`config.mk`:
```
export PLATFORM = sky130hd
export DESIGN_NAME = uart_rx_stream
export DESIGN_NICKNAME = d
export VERILOG_FILES = /design/src/rtl/uart_rx_stream.sv
export SDC_FILE = /design/constraint.sdc
export NUM_CORES = 1
export LEC_CHECK = 0
export CAP_MARGIN = 20
export CORE_MARGIN = 5
export CORE_UTILIZATION = 45
export DETAILED_ROUTE_END_ITERATION = 10
export PLACE_DENSITY = 0.57
export SLEW_MARGIN = 20
export SYNTH_ARGS = -nofsm -noshare
export SYNTH_HDL_FRONTEND = slang
export SYNTH_SLANG_ARGS = --single-unit
```
`constraint.sdc`:
```
create_clock -name clk -period 9.9 [get_ports clk]
set_input_delay 1.485 -clock clk [delete_from_list [all_inputs] [get_ports clk]]
set_output_delay 1.485 -clock clk [all_outputs]
set_load 0.01 [all_outputs]
```
`src/rtl/uart_rx_stream.sv`:
```
// UART 8N1 receiver with a 2-flop synchroniser, mid-bit sampling and a byte FIFO
// exposed as a valid/ready stream. Define UART_RX_PARITY_EN for 8E1 framing with parity_err.
module uart_rx_stream #(
    parameter int CLKS_PER_BIT = 104,
    parameter int FIFO_DEPTH   = 16
) (
    input  logic                          clk,
    input  logic                          rst,
    input  logic                          uart_rx_pin,
    output logic [7:0]                    rx_data,
    output logic                          rx_valid,
    input  logic                          rx_ready,
    output logic [$clog2(FIFO_DEPTH):0]   fifo_count,
    output logic                          framing_err,
`ifdef UART_RX_PARITY_EN
    output logic                          parity_err,
`endif
    output logic                          overflow,
    input  logic                          clr_err
);

    localparam int AW = $clog2(FIFO_DEPTH);
    localparam int PW = AW + 1;
    localparam int BW = $clog2(CLKS_PER_BIT);
    localparam logic [BW-1:0] BAUD_LAST = BW'(CLKS_PER_BIT - 1);
    localparam logic [BW-1:0] HALF_LAST = BW'((CLKS_PER_BIT / 2) - 1);

    typedef enum logic [2:0] {
        S_IDLE   = 3'd0,
        S_START  = 3'd1,
        S_DATA   = 3'd2,
`ifdef UART_RX_PARITY_EN
        S_PARITY = 3'd5,
`endif
        S_STOP   = 3'd3,
        S_BREAK  = 3'd4
    } state_t;

    function automatic logic even_parity(input logic [7:0] d);
        return ^d;
    endfunction

    state_t          state_q, state_d;
    logic [1:0]      sync_q, sync_d;
    logic [BW-1:0]   baud_q, baud_d;
    logic [2:0]      bit_q, bit_d;
    logic [7:0]      shift_q, shift_d;
    logic [PW-1:0]   wr_q, wr_d, rd_q, rd_d;
    logic [7:0]      rx_data_q, rx_data_d;
    logic            framing_err_q, framing_err_d;
    logic            overflow_q, overflow_d;
    logic [7:0]      mem_q [FIFO_DEPTH];
`ifdef UART_RX_PARITY_EN
    logic            par_bad_q, par_bad_d;
    logic            parity_err_q, parity_err_d;
    logic            perr_s;
`endif

    logic rxs_s, half_tick_s, bit_tick_s;
    logic push_s, ferr_s, pop_s, full_s, wr_en_s, ovf_set_s;

    assign sync_d      = {sync_q[0], uart_rx_pin};
    assign rxs_s       = sync_q[1];
    assign half_tick_s = (baud_q == HALF_LAST);
    assign bit_tick_s  = (baud_q == BAUD_LAST);

    // FSM state register
    always_ff @(posedge clk or posedge rst) begin
        if (rst) begin
            state_q <= S_IDLE;
        end else begin
            state_q <= state_d;
        end
    end

    // FSM next-state logic
    always_comb begin
        state_d = state_q;
        case (state_q)
            S_IDLE:  state_d = rxs_s ? S_IDLE : S_START;
            S_START: begin
                if (half_tick_s) begin
                    state_d = rxs_s ? S_IDLE : S_DATA;
                end else begin
                    state_d = S_START;
                end
            end
            S_DATA: begin
                if (bit_tick_s && (bit_q == 3'd7)) begin
`ifdef UART_RX_PARITY_EN
                    state_d = S_PARITY;
`else
                    state_d = S_STOP;
`endif
                end else begin
                    state_d = S_DATA;
                end
            end
`ifdef UART_RX_PARITY_EN
            S_PARITY: state_d = bit_tick_s ? S_STOP : S_PARITY;
`endif
            S_STOP: begin
                if (bit_tick_s) begin
                    state_d = rxs_s ? S_IDLE : S_BREAK;
                end else begin
                    state_d = S_STOP;
                end
            end
            // a line held low after a bad stop must not look like a new start bit
            S_BREAK: state_d = rxs_s ? S_IDLE : S_BREAK;
            default: state_d = S_IDLE;
        endcase
    end

    // FSM outputs: baud/bit counters, shift register, push and error strobes
    always_comb begin
        baud_d  = baud_q;
        bit_d   = bit_q;
        shift_d = shift_q;
        push_s  = 1'b0;
        ferr_s  = 1'b0;
`ifdef UART_RX_PARITY_EN
        par_bad_d = par_bad_q;
        perr_s    = 1'b0;
`endif
        case (state_q)
            S_IDLE: begin
                baud_d = BW'(0);
                bit_d  = 3'd0;
`ifdef UART_RX_PARITY_EN
                par_bad_d = 1'b0;
`endif
            end
            S_START: baud_d = half_tick_s ? BW'(0) : baud_q + BW'(1);
            S_DATA: begin
                if (bit_tick_s) begin
                    baud_d  = BW'(0);
                    bit_d   = bit_q + 3'd1;
                    shift_d = {rxs_s, shift_q[7:1]};
                end else begin
                    baud_d  = baud_q + BW'(1);
                end
            end
`ifdef UART_RX_PARITY_EN
            S_PARITY: begin
                if (bit_tick_s) begin
                    baud_d    = BW'(0);
                    par_bad_d = rxs_s ^ even_parity(shift_q);
                end else begin
                    baud_d    = baud_q + BW'(1);
                end
            end
`endif
            S_STOP: begin
                if (bit_tick_s) begin
                    baud_d = BW'(0);
`ifdef UART_RX_PARITY_EN
                    push_s = rxs_s && !par_bad_q;
                    perr_s = rxs_s && par_bad_q;
`else
                    push_s = rxs_s;
`endif
                    ferr_s = !rxs_s;
                end else begin
                    baud_d = baud_q + BW'(1);
                end
            end
            S_BREAK: baud_d = BW'(0);
            default: baud_d = BW'(0);
        endcase
    end

    assign pop_s     = rx_valid && rx_ready;
    assign full_s    = (wr_q[AW] != rd_q[AW]) && (wr_q[AW-1:0] == rd_q[AW-1:0]);
    assign wr_en_s   = push_s && (!full_s || pop_s);
    assign ovf_set_s = push_s && full_s && !pop_s;

    // FIFO pointers, registered head byte and sticky/pulsed error flags
    always_comb begin
        wr_d          = wr_q + PW'(wr_en_s);
        rd_d          = rd_q + PW'(pop_s);
        framing_err_d = ferr_s;
        if (ovf_set_s) begin
            overflow_d = 1'b1;
        end else if (clr_err) begin
            overflow_d = 1'b0;
        end else begin
            overflow_d = overflow_q;
        end
        if (rd_d == wr_d) begin
            rx_data_d = rx_data_q;
        end else if (rd_d == wr_q) begin
            rx_data_d = shift_q;
        end else begin
            rx_data_d = mem_q[rd_d[AW-1:0]];
        end
`ifdef UART_RX_PARITY_EN
        parity_err_d = perr_s;
`endif
    end

    // datapath registers
    always_ff @(posedge clk or posedge rst) begin
        if (rst) begin
            sync_q        <= 2'b11;
            baud_q        <= BW'(0);
            bit_q         <= 3'd0;
            shift_q       <= 8'd0;
            wr_q          <= PW'(0);
            rd_q          <= PW'(0);
            rx_data_q     <= 8'd0;
            framing_err_q <= 1'b0;
            overflow_q    <= 1'b0;
`ifdef UART_RX_PARITY_EN
            par_bad_q     <= 1'b0;
            parity_err_q  <= 1'b0;
`endif
        end else begin
            sync_q        <= sync_d;
            baud_q        <= baud_d;
            bit_q         <= bit_d;
            shift_q       <= shift_d;
            wr_q          <= wr_d;
            rd_q          <= rd_d;
            rx_data_q     <= rx_data_d;
            framing_err_q <= framing_err_d;
            overflow_q    <= overflow_d;
`ifdef UART_RX_PARITY_EN
            par_bad_q     <= par_bad_d;
            parity_err_q  <= parity_err_d;
`endif
        end
    end

    // FIFO storage
    always_ff @(posedge clk) begin
        if (wr_en_s) begin
            mem_q[wr_q[AW-1:0]] <= shift_q;
        end
    end

    assign rx_data     = rx_data_q;
    assign rx_valid    = (wr_q != rd_q);
    assign fifo_count  = wr_q - rd_q;
    assign framing_err = framing_err_q;
    assign overflow    = overflow_q;
`ifdef UART_RX_PARITY_EN
    assign parity_err  = parity_err_q;
`endif

endmodule

```
Word level (Yosys, flattened, before mapping)
Memories as Yosys holds them, arrays and structs flattened.
Cells that the tools add are included.
W data, S select, Z words.
- flip-flop bits (word level): 43
- bits in latches: 0
- RAM bits: 128
- ROM bits: 0
- logic and storage cells: 66
- memories kept: 1
- memories (memory ; depth ; width ; read ports ; clocked after Yosys merged registers in ; wr ports ; RTL line ; RTL):
    mem_q ; 16 ; 8 ; 1 ; 0 ; 1 ; 52 ; logic [7:0] mem_q [FIFO_DEPTH];
- add/sub/neg operators: 5
- multipliers: 0
- div/mod/pow operators: 0
- order comparisons: 0
- equality and inequality tests: 13
- shift-type cells: 0
- multiplexer cells: 21
- bitwise operators: 0
- reductions and logical operators: 16
- operators with widths (operator ; number):
    $pmux W3 S5 ; 1
    $mux W7 ; 2
    $pmux W7 S2 ; 1
    $add A5 B1 Y5 ; 2
    $eq A5 B5 Y1 ; 2
    $mux W1 ; 10
    $mux W3 ; 3
    $mux W8 ; 1
    $add A7 B1 Y7 const B ; 1
    $eq A7 B6 Y1 const B ; 1
    $eq A7 B7 Y1 const B ; 1
    $eq A3 B2 Y1 const B ; 2
    $eq A3 B3 Y1 const B ; 2
    $logic_and A1 B1 Y1 ; 6
    $pmux W3 S2 ; 1
    $ne A5 B5 Y1 ; 1
    $sub A5 B5 Y5 ; 1
    $eq A4 B4 Y1 ; 1
    $mux W2 ; 2
    $reduce_and A2 Y1 ; 2
    $reduce_bool A2 Y1 ; 2
    $add A3 B1 Y3 const B ; 1
    $eq A3 B1 Y1 const B ; 1
    $logic_not A1 Y1 ; 3
    other kinds (5) ; 5

Logic depth before layout (Yosys ltp)
Gate-level depths: netlist of run 1.
- depth in word-level cells: 7
- depth in mapped cells: 14
- mapped depth without buffers: 14

Worst setup path before layout of run 1
No wires, ideal clock.
- path kind: input to register
- start: input rx_ready
- end: register rx_data_q[1] (netlist: rx_data[1])
- library setup time: 0.130 ns
- arrival time: 3.767 ns
- required time: 9.770 ns
- setup slack: 6.003 ns
- cell stages on the path: 11
- path buffers: 0
- cells stage by stage: or3_2 nor2b_1 ha_1 ha_1 xor2_1 nor2_1 nand3b_1 nor4b_4 nor4b_4 a22oi_1 o31ai_1
- word-level cells in the longest chain between the ends: 5
- elaborated cells between the ends (all ways): 9
- those cells by class: add/sub: 2; eq/ne: 2; mux: 1; reduce/logical: 3; memory: 1
- RTL lines (what ; RTL line ; RTL):
    start, declared ; 12 ; input logic rx_ready,
    $logic_and A1 B1 Y1 ; 173 ; assign pop_s = rx_valid && rx_ready;
    $logic_or A1 B1 Y1 ; 175 ; assign wr_en_s = push_s && (!full_s || pop_s);
    $logic_and A1 B1 Y1 ; 175 ;
    $add A5 B1 Y5 ; 180 ; wr_d = wr_q + PW'(wr_en_s);
    named net wr_d[2] ; 48 ; logic [PW-1:0] wr_q, wr_d, rd_q, rd_d;
    $eq A5 B5 Y1 ; 190 ; if (rd_d == wr_d) begin
    end signal, assigned ; 225 ; rx_data_q <= rx_data_d;
    end, declared ; 49 ; logic [7:0] rx_data_q, rx_data_d;
The timed path passes the listed nets, and every way through them passes these cells.
A chain may end at the register's enable or synchronous reset.

Worst setup path in the final report of run 1
Ends and elaborated chain as after synthesis.

==> impl_metrics.py, run 1 <==
metrics = {
    "timing": {
        "finalSetupViolCount": 0,
        "tightest_slew_ns": 0.9328,
        "min_period_ns": 4.422,
        "slew_violations": 0,
        "hold_viol_final": 0,
        "fin_skew_ns": 0.006022,
        "finalWorstSetupSlack_ns": 5.478,
        "tns_ns": 0,
        "fmax_ghz": 0.2262,
        "slew_headroom_pct": 37.58,
        "finalCritPeriodShare_pct": 44.66,
        "rsz0062_at_grt": "no",
    },
    "global_route": {
        "grt_pass1_wl_um": 26550,
        "grt_max_degree": 65,
        "grt_pass1_vias": 4475,
        "gr-total-overflow": 0,
        "antenna_found_initial": 0,
        "grt.total_usage_pct": 18.11,
    },
    "clock_tree": {
        "cts_setup_buffers": 0,
        "cts_root_buffer": "clkbuf_16",
        "htree_levels": 4,
        "clock_latency_ns": 0.43,
        "postCtsResizedCells": 0,
        "cts-hold-fix-buffers": 0,
        "cts_sinks": 171,
        "cts_tree": "built",
        "path_clk_slew_ns": 0.06,
        "clockBufferDepth": 2,
        "cts-buffers-inserted": 17,
    },
    "hold_path": {
        "hold_path_class": "flip-flop to flip-flop",
    },
    "finish": {
        "mostFrequentLayoutCells": "edfxtp_1, nand2_1, nand3_1, dfrtp_1, nor2_1",
        "area_growth_syn_to_layout_pct": 13.47,
        "final_common_cell": "edfxtp_1",
        "nNetsFinal": 592,
        "drive_above_1_share_pct": 11.38,
        "n_antenna_cell": 0,
        "num-fill-cells": 1395,
    },
    "yosys": {
        "async_reset_ff_share_pct": 25.15,
        "seq_area_frac_synth_pct": 66.64,
        "synth_edf_count": 128,
        "synthFlopType": "edfxtp_1",
        "synth_warnings": 0,
        "syn_area_sq_um": 7386,
        "syn_inst": 553,
        "synth_cell_types": 59,
        "syn_avg_cell_area_sq_um": 13.36,
        "synth_fp_nets": 569,
        "synth_seq_cells": 171,
    },
    "place": {
        "hpwl_um": 10940,
        "place_congestion": 0.8633,
        "io_buffers": 20,
        "dp_worst_setup_slack_ns": 5.075,
    },
    "floorplan": {
        "io_pins": 21,
        "die-area_sq_um": 19080,
        "coreArea_sq_um": 16000,
        "die_x_um": 138.1,
        "die_height_um": 138.1,
        "fp-row-count": 46,
        "initial_utilization_pct": 46.16,
    },
    "drt": {
        "vias": 4548,
        "dr.pass1.iters": 5,
        "wl_per_cell_um": 20.94,
        "drtAntennaViolNets": 0,
        "drtIter0Drc": 377,
        "drc": 0,
        "wl_um": 16860,
        "vias_per_cell": 5.650,
    },
    "pwr": {
        "p_leak_uw": 0.003302,
        "power.density_nw_per_um2": 266.4,
        "worst_ir_drop_vdd_uv": 307.7,
    },
    "worst_setup_path": {
        "criticalPathCategory": "primary input to flip-flop",
        "path_max_fanout": 10,
        "cp-start-kind": "primary input",
        "endpoint_kind": "flip-flop",
        "cp.required_ns": 10.20,
        "worstPathArrival_ns": 4.72,
    },
    "job": {
        "maxCapViolCount": 0,
    },
    "status": {
        "status": "finished, final reports clean",
    },
}
==> cells by family (layout without fill, tap and decap cells) <==
kind of cell / after synthesis / in the layout / share of synthesized area [%]
mux: 40 / 40 / 5.557
flops: 171 / 171 / 66.64
compound gates: 68 / 68 / 6.929
buf+inv: 38 / 74 / 2.456
simple gates: 201 / 201 / 12.86
xor+xnor: 24 / 24 / 3.591
fa+ha+maj: 11 / 11 / 1.965
==> worst max-delay path, stage by stage <==
cell             delay [ns]
clkdlybuf4s50_1        0.45
or3_2                  0.54
nor2b_1                0.21
ha_1                   0.21
ha_1                   0.21
xor2_1                 0.21
nor2_1                 0.06
nand3b_1               0.20
nor4b_4                0.67
nor4b_4                0.18
a22oi_1                0.19
o31ai_1                0.10
==> registers in the layout, indices dropped and copies added (netlist names) <==
register / count
mem_q: 128
rx_data: 8
shift_q: 8
baud_q: 7
rd_q: 5
wr_q: 5
bit_q: 3
state_q: 3
sync_q: 2
framing_err: 1
overflow: 1
==> power breakdown <==
part	internal, uW	switching, uW
sequential	794	37.8
combinational	294	462
clock	368	276
total	1460	776
==> cells in the mapped netlist, types with 3 or more instances <==
library cell / instances / area, sq um
nand4_1: 4 / 25.02
xor2_1: 7 / 61.31
nand2b_1: 5 / 31.28
o2111ai_1: 7 / 61.31
nand2_1: 89 / 334.1
ha_1: 10 / 125.1
mux2i_1: 32 / 320.3
o21ai_0: 5 / 25.02
o31ai_1: 8 / 60.06
nand3_1: 41 / 205.2
buf_2: 5 / 25.02
inv_1: 15 / 56.30
dfrtp_1: 41 / 1026
a21oi_1: 13 / 65.06
edfxtp_1: 128 / 3844
clkbuf_1: 10 / 37.54
nor2b_1: 3 / 18.77
a32oi_1: 10 / 87.58
buf_4: 4 / 30.03
nor3_1: 7 / 35.03
nor2_1: 35 / 131.4
a22oi_1: 9 / 67.56
mux2_2: 8 / 90.09
xnor2_1: 13 / 113.9
==> routing by layer <==
metal | GRT usage [%] | vias to the layer above | share of wire (%)
met5 | 0 | - | 0
met4 | 7.384 | 0 | 2.9
li1 | - | 2094 | -
met3 | 3.655 | 30 | 4.7
met1 | 25.96 | 2306 | 46
met2 | 27.18 | 118 | 46
==> final timing paths <==
kind,slack (ns),cells past startpoint,startpoint,end
setup / recovery,5.48,12,rx_ready,rx_data[1]
hold / removal,0.36,0,sync_q[0],sync_q[1]
setup reg to reg,5.83,13,wr_q[2],rx_data[7]
hold reg to reg,0.36,0,sync_q[0],sync_q[1]
max in group asynchronous,8.01,3,rst,sync_q[0]
min in group asynchronous,1.51,3,rst,rx_data[7]
==> metrics by stage <==
step / total power (uW) / instances / area (sq um) / hold slack, ns / utilization [%]
5_1_grt: 2336 / 805 / 8381 / 0.3633 / 52.38
2_1_floorplan: 1362 / 553 / 7386 / 0.3452 / -
4_1_cts: 2242 / 804 / 8376 / 0.3580 / 52.35
3_3_place_gp: 1593 / 772 / 7780 / 0.3466 / 48.62
3_5_place_dp: 1600 / 772 / 7795 / 0.3484 / 48.72
6_report: 2232 / 805 / 8381 / 0.3572 / 52.38
==> layout make-up <==
cell class | count | area [sq um] | area share [%]
tap | 216 | 270.3 | 3.225
inverter | 16 | 60.06 | 0.7166
multi-input combinational | 344 | 2305 | 27.50
sequential | 171 | 4922 | 58.73
clock inverter | 13 | 116.4 | 1.388
clock buffer | 19 | 464.2 | 5.539
timing repair buffer | 26 | 242.7 | 2.896
(Power assumes the default switching activity.)
==> run 2, diff against run 1 <==
- clock period: 9.9 -> 4.48 ns (I/O delays scaled with it)
==> impl_metrics.py, run 2 (synthesis results as in run 1) <==
metrics = {
    "worst_setup_path": {
        "critPathMaxStageDelay_ns": 0.67,
        "path_cells": "ha_1, and4_2, a21boi_4, and2_1, ha_1, or3b_2, a21oi_1, a311oi_1, a211oi_1, nor4b_4, a22oi_1, o21ai_1",
        "endpoint_kind": "flip-flop",
        "path_max_fanout": 13,
        "worstPathArrival_ns": 4.35,
        "cp-start-kind": "flip-flop",
        "rr_startpoint": "rd_q[0]",
        "cp_common_cell": "ha_1",
        "criticalPathCategory": "flip-flop to flip-flop",
        "cp.depth": 12,
        "cp.required_ns": 4.83,
        "rrSetupSlack_ns": 0.48,
        "crit_family": "simple AND/OR/NAND/NOR gates",
        "path_buf_inv": 0,
        "r2r-end": "rx_data[7]",
        "slowest_stage": "dfrtp_1",
        "rr_worst_depth": 12,
    },
    "finish": {
        "n_antenna_cell": 0,
        "final_common_cell": "edfxtp_1",
        "mostFrequentLayoutCells": "edfxtp_1, nand2_1, nand3_1, dfrtp_1, nor2_1",
        "largest_reg_flops": 128,
        "drive_above_1_share_pct": 11.76,
        "nNetsFinal": 598,
        "area_growth_syn_to_layout_pct": 14.60,
        "fin_util_pct": 52.90,
    },
    "timing": {
        "fin_skew_ns": 0.01054,
        "min_period_ns": 4.004,
        "slew_violations": 0,
        "tightest_slew_ns": 0.9309,
        "holdWs_ns": 0.3572,
        "finalSetupViolCount": 0,
        "fmax_ghz": 0.2497,
        "slew_headroom_pct": 37.71,
        "hold_viol_final": 0,
        "tns_ns": 0,
        "finalCritPeriodShare_pct": 89.38,
        "rsz0062_at_grt": "no",
    },
    "job": {
        "maxCapViolCount": 0,
    },
    "clock_tree": {
        "cts-buffers-inserted": 17,
        "clock_latency_ns": 0.42,
        "cts-hold-fix-buffers": 0,
        "htree_levels": 4,
        "postCtsResizedCells": 0,
        "path_clk_slew_ns": 0.06,
        "clockBufferDepth": 2,
        "cts_root_buffer": "clkbuf_16",
        "cts_setup_buffers": 0,
        "cts_tree": "built",
        "cts_sinks": 171,
    },
    "global_route": {
        "globalRouteMet3Util_pct": 3.276,
        "grt_pass1_wl_um": 25650,
        "top_usage_layer": "met2",
        "grt_max_degree": 64,
        "grt.total_usage_pct": 17.64,
        "antenna_found_initial": 0,
        "grt_util_met2_pct": 28.75,
        "gr-total-overflow": 0,
        "grt_use_met1_pct": 24.14,
        "grt_pass1_vias": 4352,
    },
    "floorplan": {
        "initial_utilization_pct": 46.16,
        "die_x_um": 138.1,
        "fp-row-count": 46,
        "io_pins": 21,
        "coreArea_sq_um": 16000,
        "die_height_um": 138.1,
        "die-area_sq_um": 19080,
    },
    "pwr": {
        "switchingPower_uw": 1755,
        "comb_power_share_pct": 34.1,
        "clockPowerShare_pct": 29.7,
        "sequentialPowerShare_pct": 36.2,
        "power.density_nw_per_um2": 600.1,
        "worst_ir_drop_vdd_uv": 632.3,
        "p_sw_share_pct": 34.56,
        "p_leak_uw": 0.003348,
        "internal-power_uw": 3324,
    },
    "drt": {
        "dr.pass1.iters": 5,
        "drc": 0,
        "wl_um": 16400,
        "vias_per_cell": 5.462,
        "wl_per_cell_um": 20.22,
        "vias": 4430,
        "drtAntennaViolNets": 0,
        "drtIter0Drc": 390,
    },
    "hold_path": {
        "min_path_cells": 0,
        "min_from": "sync_q[0]",
        "hold_path_class": "flip-flop to flip-flop",
        "hold-path-endpoint": "sync_q[1]",
    },
    "status": {
        "status": "finished, final reports clean",
    },
    "place": {
        "place_congestion": 0.8145,
        "io_buffers": 20,
        "hpwl_um": 10680,
    },
}
[run 2: metrics by stage]
| stage | cells | setup slack [ns] | instance area, sq um | total power (uW) |
|---|---|---|---|---|
| finish | 811 | 0.4757 | 8464 | 5080 |
| global placement | 779 | 0.6403 | 7845 | 3603 |
| global route | 811 | 0.2483 | 8464 | 5324 |
| floorplan | 553 | 1.231 | 7386 | 3010 |
| CTS | 811 | 0.5009 | 8464 | 5136 |
| detailed placement | 779 | 0.5331 | 7845 | 3625 |
[run 2: layout make-up]
cell class / instances / area, sq um
clock buffers: 20 / 500.5
clock inverters: 12 / 118.9
fillers: 1385 / 7536
inverters: 16 / 60.06
multi-input cells: 344 / 2290
flip-flops and latches: 171 / 4922
well taps: 216 / 270.3
repair buffers: 32 / 302.8
[run 2: power groups by stage]
stage	Clock [uW]	Sequential, uW	Combinational, uW
after CTS	1530	1840	1760
final	1510	1840	1730
after global routing	1610	1850	1870
after floorplan	0	1840	1170
after global placement	0	1870	1730
after detailed placement	0	1870	1750
[run 2: worst max-delay path by stage]
stage,from,end,slack (ns)
3_5_place_dp,rd_q[0],rx_data[7],0.53
2_1_floorplan,rd_q[2],rx_data[1],1.23
5_1_grt,wr_q[2],rx_data[4],0.25
6_report,rd_q[0],rx_data[7],0.48
3_3_place_gp,rd_q[0],rx_data[7],0.64
4_1_cts,rd_q[0],rx_data[7],0.50
[run 2: metal layers]
layer / wire length (um) / share of wire (%)
met5: 0 / 0
met4: 242 / 1.5
met3: 671 / 4.1
met2: 8037 / 49
met1: 7449 / 45
==> run 3, diff against run 2 <==
- MAX_ROUTING_LAYER: default -> met4
- clock period: 4.48 -> 4.8 ns (I/O delays scaled with it)
==> impl_metrics.py, run 3 (synthesis results as in run 1) <==
metrics = {
    "worst_setup_path": {
        "criticalPathCategory": "flip-flop to flip-flop",
        "critPathMaxStageDelay_ns": 0.64,
        "path_cells": "ha_1, and4_2, a21boi_4, and2_1, ha_1, or3b_2, a21oi_1, a311oi_1, a211oi_1, nor4b_4, a22oi_1, o31ai_1",
        "cp.depth": 12,
        "rr_worst_depth": 12,
        "worstPathArrival_ns": 4.39,
        "cp_common_cell": "ha_1",
        "cp-start-kind": "flip-flop",
        "rrSetupSlack_ns": 0.74,
        "slowest_stage": "dfrtp_1",
        "cp.required_ns": 5.13,
        "path_buf_inv": 0,
        "path_max_fanout": 13,
        "endpoint_kind": "flip-flop",
        "crit_family": "simple AND/OR/NAND/NOR gates",
    },
    "drt": {
        "drtIter0Drc": 401,
        "drc": 0,
        "vias": 4531,
        "vias_per_cell": 5.601,
        "drtAntennaViolNets": 0,
        "wl_um": 17260,
        "dr.pass1.iters": 5,
        "wl_per_cell_um": 21.33,
    },
    "clock_tree": {
        "cts_tree": "built",
        "cts-buffers-inserted": 17,
        "cts-hold-fix-buffers": 0,
        "cts_setup_buffers": 0,
        "clockBufferDepth": 2,
        "postCtsResizedCells": 0,
        "htree_levels": 4,
        "clock_latency_ns": 0.43,
        "cts_sinks": 171,
        "cts_root_buffer": "clkbuf_16",
        "path_clk_slew_ns": 0.06,
    },
    "global_route": {
        "gr-total-overflow": 0,
        "antenna_found_initial": 0,
        "grt_pass1_vias": 4328,
        "grt_pass1_wl_um": 26340,
        "grt_max_degree": 44,
        "grt.total_usage_pct": 18.78,
    },
    "timing": {
        "slew_headroom_pct": 35.07,
        "min_period_ns": 4.064,
        "fin_skew_ns": 0.01023,
        "tightest_slew_ns": 0.9704,
        "rsz0062_at_grt": "no",
        "finalSetupViolCount": 0,
        "hold_viol_final": 0,
        "finalCritPeriodShare_pct": 84.66,
        "tns_ns": 0,
        "fmax_ghz": 0.2461,
        "holdWs_ns": 0.3542,
        "slew_violations": 0,
    },
    "pwr": {
        "power.density_nw_per_um2": 559.6,
        "p_leak_uw": 0.003333,
        "power.total_uw": 4718,
        "worst_ir_drop_vdd_uv": 300.7,
    },
    "finish": {
        "drive_above_1_share_pct": 10.79,
        "n_antenna_cell": 0,
        "nNetsFinal": 596,
        "mostFrequentLayoutCells": "edfxtp_1, nand2_1, nand3_1, dfrtp_1, nor2_1",
        "area_growth_syn_to_layout_pct": 14.16,
        "num-fill-cells": 1388,
        "final_common_cell": "edfxtp_1",
        "largest_reg_flops": 128,
    },
    "floorplan": {
        "die-area_sq_um": 19080,
        "coreArea_sq_um": 16000,
        "io_pins": 21,
        "die_height_um": 138.1,
        "initial_utilization_pct": 46.16,
        "die_x_um": 138.1,
        "fp-row-count": 46,
    },
    "job": {
        "maxCapViolCount": 0,
    },
    "place": {
        "hpwl_um": 11340,
        "io_buffers": 20,
        "place_congestion": 0.8898,
    },
    "status": {
        "status": "finished, final reports clean",
    },
    "hold_path": {
        "hold_path_class": "flip-flop to flip-flop",
        "min_path_cells": 0,
    },
}
[run 3: cell count changes in the layout (fill, tap and decap cells not counted), sizes merged]
| cell | before | now |
|---|---|---|
| inv | 20 | 15 |
| bufinv | 1 | 2 |
| clkinv | 5 | 4 |
| clkbuf | 20 | 26 |
| buf | 12 | 10 |
| clkinvlp | 2 | 1 |
[run 3: layout make-up]
class                      count  area [sq um]  area share (%)
clock buffer                  26         531.8           6.307
clock inverter                 6         82.58          0.9794
multi-input combinational    344          2290           27.16
timing repair buffer          30         275.3           3.265
sequential                   171          4922           58.38
tap                          216         270.3           3.205
inverter                      16         60.06          0.7123
[run 3: final timing paths]
path	startpoint	to
setup reg to reg	rd_q[0]	rx_data[0]
max in group asynchronous	rst	shift_q[3]
hold / removal	sync_q[0]	sync_q[1]
setup / recovery	rd_q[0]	rx_data[0]
hold reg to reg	sync_q[0]	sync_q[1]
min in group asynchronous	rst	framing_err
[run 3: where the power goes]
part	total, uW	internal (uW)	leakage (uW)	switching [uW]
Clock	1400	868	0.000301	530
Combinational	1600	618	0.000987	982
Sequential	1720	1640	0.00204	81.6
[run 3: routing by layer]
| metal | global-route usage (%) | part of all wire (%) |
|---|---|---|
| met2 | 27.60 | 46 |
| met4 | 5.356 | 1.9 |
| met5 | - | 0 |
| met3 | 4.379 | 5.0 |
| met1 | 26.37 | 47 |
[run 3: worst register-to-register path, stage by stage (launching register included)]
cell,delay [ns]
dfrtp_1,0.64
ha_1,0.35
and4_2,0.30
a21boi_4,0.29
and2_1,0.18
ha_1,0.22
or3b_2,0.46
a21oi_1,0.16
a311oi_1,0.06
a211oi_1,0.46
nor4b_4,0.54
a22oi_1,0.18
o31ai_1,0.12
[run 3: per-stage QoR]
step / cells / cell area [sq um] / setup slack, ns / util (%)
after detailed placement: 777 / 7818 / 0.8262 / 48.86
final: 809 / 8432 / 0.7363 / 52.70
after global routing: 809 / 8432 / 0.5785 / 52.70
after global placement: 777 / 7818 / 0.8807 / 48.86
after CTS: 809 / 8432 / 0.8545 / 52.70
after floorplan: 553 / 7386 / 1.551 / -
